[src/rtl/regfile_wb_bypass.sv]
// regfile_wb_bypass: write-back register file, two decode read ports with
// write-through bypass; the top register (XZR) always reads zero.
module regfile_wb_bypass #(
  parameter int DATA_W   = 64,
  parameter int ADDR_W   = 5,
  parameter int NUM_REGS = 32
) (
  input  logic              clk,
  input  logic              reset,
  input  logic              RegWrite,
  input  logic [ADDR_W-1:0] WriteRegister,
  input  logic [DATA_W-1:0] WriteData,
  input  logic [ADDR_W-1:0] ReadRegister1,
  input  logic [ADDR_W-1:0] ReadRegister2,
  output logic [DATA_W-1:0] ReadData1,
  output logic [DATA_W-1:0] ReadData2,
  output logic              bypass1,
  output logic              bypass2
);

  localparam logic [ADDR_W:0] XZR = (ADDR_W+1)'(NUM_REGS - 1);

  logic [NUM_REGS-1:0][DATA_W-1:0] mem;
  logic                            wr_en;

  // XZR and out-of-range destinations fall outside the writable window
  assign wr_en = RegWrite && ({1'b0, WriteRegister} < XZR);

  always_ff @(posedge clk or negedge reset) begin
    if (!reset) begin
      mem <= '0;
    end else if (wr_en) begin
      mem[WriteRegister] <= WriteData;
    end
  end

  logic [1:0][ADDR_W-1:0] rd_addr;

  assign rd_addr = {ReadRegister2, ReadRegister1};

  for (genvar p = 0; p < 2; p++) begin : g_rd
    logic              in_rng;
    logic              hit;
    logic [DATA_W-1:0] data;
    logic              byp;

    assign in_rng = {1'b0, rd_addr[p]} < XZR;
    assign hit    = RegWrite && (WriteRegister == rd_addr[p]);

    // zero-register check outranks the bypass
    always_comb begin
      data = '0;
      byp  = 1'b0;
      if (reset && in_rng) begin
        if (hit) begin
          data = WriteData;
          byp  = 1'b1;
        end else begin
          data = mem[rd_addr[p]];
        end
      end
    end
  end

  assign ReadData1 = g_rd[0].data;
  assign ReadData2 = g_rd[1].data;
  assign bypass1   = g_rd[0].byp;
  assign bypass2   = g_rd[1].byp;

endmodule
[config.mk]
export PLATFORM = sky130hd
export DESIGN_NAME = regfile_wb_bypass
export DESIGN_NICKNAME = d
export VERILOG_FILES = /design/src/rtl/regfile_wb_bypass.sv
export SDC_FILE = /design/constraint.sdc
export NUM_CORES = 2
export LEC_CHECK = 0
export BUFFER_PORTS_ARGS = -buffer_cell sky130_fd_sc_hd__buf_2
export CORE_MARGIN = 8
export CORE_UTILIZATION = 39
export DETAILED_ROUTE_END_ITERATION = 7
export PLACE_DENSITY_LB_ADDON = 0.2
export SLEW_MARGIN = 15
export SYNTH_ARGS = -nofsm -noshare
export SYNTH_HDL_FRONTEND = slang
export SYNTH_SLANG_ARGS = --single-unit
[constraint.sdc]
create_clock -name clk -period 2.7 [get_ports clk]
set_input_delay 0.135 -clock clk [delete_from_list [all_inputs] [get_ports clk]]
set_output_delay 0.135 -clock clk [all_outputs]
set_load 0.1 [all_outputs]
* Word-level counts from Yosys, hierarchy flattened
Cells that the tools add are included.
Storage, ports and cells: word-level logic and storage cells 62, flip-flop bits (word level) 2048
Operators by class: order comparisons 7, reductions and logical operators 6, equality and inequality tests 2, multiplexer cells 15
Operators by type and width (number):
- bitwise mux 2048 bit | 1
- binary-select mux 64 bit (select 5 bit) | 2
- two-way mux 64 bit | 7
- demux 64 bit (select 5 bit) | 1
- < comparator 5 x 6 -> 1 bit (second input constant) | 3
- < comparator 5 bit (second input constant) | 3
- equality test 5 bit | 2
- logical AND 1 bit | 6
- greater-or-equal comparator 5 x 1 -> 1 bit (second input constant) | 1
- two-way mux 1 bit | 4

* Depth between registers and ports, before layout
depth after elaboration 5, gate-level depth with buffers 10

* Worst setup path after synthesis
OpenSTA, ideal clock, no wires.
path type input to output, start point input ReadRegister2[1], end point output ReadData2[54], data required time 2.565 ns, cell stages on the path 8, arrival time 2.961 ns, slack -0.396 ns, buffers on the path 3, cells stage by stage buf_2 -> and2_1 -> clkbuf_1 -> nand4_1 -> nand2_1 -> nor3_1 -> clkbuf_1 -> a22o_1
Between the ends: longest elaborated chain between the ends 4
RTL lines:
- from (decl) | RTL line 14 | input logic [ADDR_W-1:0] ReadRegister2,
- binary-select mux 64 bit (select 5 bit) or equality test 5 bit (tied branches) | RTL line 59, 48
- two-way mux 64 bit (not written as such) or logical AND 1 bit (tied branches) | RTL line 59, 48
- two-way mux 64 bit | RTL line 55 | if (hit) begin
- two-way mux 64 bit (*) | RTL line 54 | if (reset && in_rng) begin
- to (decl) | RTL line 16 | output logic [DATA_W-1:0] ReadData2,
Mark *: on every way between the ends. The rest lies on a longest branch, timed or not. The select of a mux whose other input is x is not followed.

* Final worst setup path
start point register mem[264] in the netlist's numbering, end point output ReadData2[8]
Between the ends: longest elaborated chain between the ends 4
RTL lines:
- from (decl) | RTL line 23 | logic [NUM_REGS-1:0][DATA_W-1:0] mem;
- from (signal, indexed assignment) | RTL line 33 | mem[WriteRegister] <= WriteData;
- binary-select mux 64 bit (select 5 bit) | RTL line 59 | data = mem[rd_addr[p]];
- two-way mux 64 bit (not written as such) | RTL line 59
- two-way mux 64 bit | RTL line 55
- two-way mux 64 bit | RTL line 54
Every way passes these cells. The select of a mux whose other input is x is not followed.

==> flow_summary.yaml <==
power_and_ir_drop:
  powerDensity_nw_per_um2: 719.9
  clockPowerShare_pct: 33.7
  peakVddDrop_mv: 0.5181
  pwr-share-seq_pct: 43.3
  net-switching-power_mw: 27.19
  power_switching_share_pct: 28.82
  power.internal_mw: 67.16
  p_leak_nw: 57.01
  pwr-share-comb_pct: 23.1
  total_power_mw: 94.35
place:
  numPortBuffers: 211
  gp_congestion: 0.8139
  hpwl_mm: 243.2
  dp_slack_ns: -0.08355
  placed_cell_area_um2: 120100
sta:
  hold_viol: 0
  period_share_pct: 110.8
  tightest_slew_ns: 1.244
  grt_setup_unrepaired: "true"
  period_needed_ns: 2.992
  setup_viol: 116
  holdWs_ns: 0.1599
  timing.fmax_ghz: 0.3342
  worst_slack_ns: -0.2922
  finClkSkew_ns: 0
  slew_headroom_pct: 16.87
  slew_violations: 0
logic_synthesis:
  netlist_area_um2: 109400
  synth_ff_type: "dfrtp_1"
  synth_most_common_cell: "dfrtp_1"
  ys_seq_elements: 2048
  synth_top_area_cell: "dfrtp_1"
  yosys_warnings: 0
  synth.distinct_cells: 49
  synth_cells: 7582
  synth_common_cells: "dfrtp_1 (2048), mux2_2 (1901), mux4_2 (740), mux2i_1 (597), clkbuf_1 (535)"
  synth_fp_nets: 7664
  synth_area_per_cell_um2: 14.43
  synth_edf_count: 0
  ys_async_sr_fraction_pct: 100.0
  synth.area.top_cells: "dfrtp_1 (47%), mux2_2 (20%), mux4_2 (15%), mux2i_1 (5.5%), clkbuf_1 (1.8%)"
  synth.top_cell.area_share_pct: 46.83
  ys_seq_area_share_pct: 46.83
worst_setup_path:
  path_cells: "mux4_2 -> a22o_1 -> a2111oi_4 -> a21oi_4 -> a22o_4 -> buf_12"
  critPathMaxStageDelay_ns: 0.46
  r2r_cells: 3
  critical_path_peak_fanout: 3
  end_kind: "output pin"
  critPathArrivalTime_ns: 2.86
  path_class: "reg2out"
  critPathLaunchType: "register"
  slowest_stage: "mux4_2"
  worstPathRequired_ns: 2.57
clock_tree:
  numCtsBuffers: 232
  clk_pin_slew_ns: 0.06
  cts.path.max_buffers: 4
  cts_root_buffer: "clkbuf_16"
  cts_sinks: 2048
  cts.htree.levels: 4
  clock_latency_ns: 0.91
  cts_tree: "built"
drt:
  viasPerCell: 6.399
  drtIter0Drc: 7177
  routed_wl_mm: 415.8
  via_count: 75110
  routedWlPerCell_um: 35.42
  ant_nets: 0
  post-route-drc-count: 0
  dr.pass1.iters: 5
status:
  violations: "setup timing"
  status: "finished with violations"
floorplan:
  die_w_um: 545.7
  start_util_pct: 39.20
  rows: 194
  dieArea_um2: 297800
  ioPinCount: 212
  core-area_um2: 279100
  die_h_um: 545.7
layout:
  syn2layout_area_growth_pct: 19.76
  n_fill_cell: 24220
  fin_area_um2: 131100
  largest_reg_flops: 2048
  fin_nets: 7927
  largest-register: "mem"
  seq_area_um2: 51250
  drive_gt1_share_pct: 53.38
  fin_util_pct: 46.95
  multi_input_area_um2: 56410
  top_regs: "mem: 2048 flops"
global_routing:
  antenna_found_initial: 24
  grt.total_usage_pct: 27.17
  grt_max_degree: 179
  grt_overflow: 0
  grt_pass1_wl_mm: 597.0
  grt_pass1_vias: 78640
flow_run:
  max_cap_violations: 0
worst_hold_path:
  min_path_type: "in2async"
-- layout by cell type, fill, tap and decap left out, types with 46 or more instances in the layout --
cell           netlist  final
a22oi_1            107     93
clkbuf_16            0    232
a32o_2               0     65
nand2_1            101     65
a211oi_2             0     69
o22ai_1            106     99
dlygate4sd3_1        0     65
mux4_2             740    740
o221ai_1            81     81
mux2_2            1901   1891
mux2i_1            597    584
mux2_1             139    139
buf_4               41    415
a22o_1              86     54
buf_2              260     70
dfrtp_1           2048   2048
clkbuf_1           535     52
buf_12               0    341
o21ai_1             29     46
a21oi_1            159    127
-- power groups by stage --
| stage | Sequential [mW] | Combinational [mW] | Clock (mW) |
|---|---|---|---|
| floorplan | 39.7 | 14.8 | 0 |
| global placement | 40.9 | 19.8 | 0 |
| detailed placement | 41.3 | 20.2 | 0 |
| CTS | 40.7 | 21.5 | 32.3 |
| global route | 41.6 | 23.0 | 33.4 |
| finish | 40.8 | 21.8 | 31.8 |
-- metal layers --
metal  vias up  share of wire (%)  track usage [%]
li1      29880                  -                -
met3       937                7.6            5.469
met1     40910                 42            37.00
met2      3367                 46            42.91
met5         -              0.019                0
met4        12                4.5            10.48
-- stage by stage --
step,setup TNS [ns],instances
after floorplan,0,7582
after global placement,-0.1668,11150
after detailed placement,-0.1237,11150
after CTS,-18.94,11710
after global routing,-20.95,11730
final,-12.41,11740
-- worst max-delay path: cells and delay by family (launching register included) --
kind	cells	cell delay, ns
mux	1	0.46
buf+inv	1	0.16
flops	1	0.40
compound gates	4	0.94
-- final timing paths --
path / start / end / slack, ns
min in group clk: WriteRegister[4] / mem[121]$_DFFE_PN0P_ / 0.23
setup / recovery: mem[264]$_DFFE_PN0P_ / ReadData2[8] / -0.29
setup reg to reg: mem[1292]$_DFFE_PN0P_ / mem[1292]$_DFFE_PN0P_ / 1.69
max in group asynchronous: reset / mem[2047]$_DFFE_PN0P_ / 0.81
hold reg to reg: mem[2047]$_DFFE_PN0P_ / mem[2047]$_DFFE_PN0P_ / 0.39
hold / removal: reset / mem[1395]$_DFFE_PN0P_ / 0.16
-- cells by family after synthesis --
logic type	Yosys count	share of synthesized area (%)
DFF	2048	46.83
xor gates and xnor gates	7	0.05602
and+or+nand+nor	280	1.262
muxes	3377	41.68
buffers and inverters	891	3.617
AOI/OAI and AO/OA	979	6.555
-- cell type report --
cell class                      instances  area share (%)
Multi-Input combinational cell       4643           43.04
Sequential cell                      2048           39.10
Timing Repair Buffer                  915           8.601
Clock buffer                          326           5.020
Tap cell                             3724           3.555
Clock inverter                         69          0.6444
Inverter                                5         0.01623
Antenna cell                            8         0.01527
-- what timing repair did --
| action | in CTS | in global routing |
|---|---|---|
| gates resized for setup | 407 | 87 |
| endpoints found under the setup margin | 128 | 128 |
| buffers inserted | 125 | 16 |
| cloned | 0 | 0 |
| hold endpoints to repair | 2945 | 0 |
| pin swaps | 264 | 78 |
| hold buffers | 65 | 0 |
(Power assumes the default switching activity.)
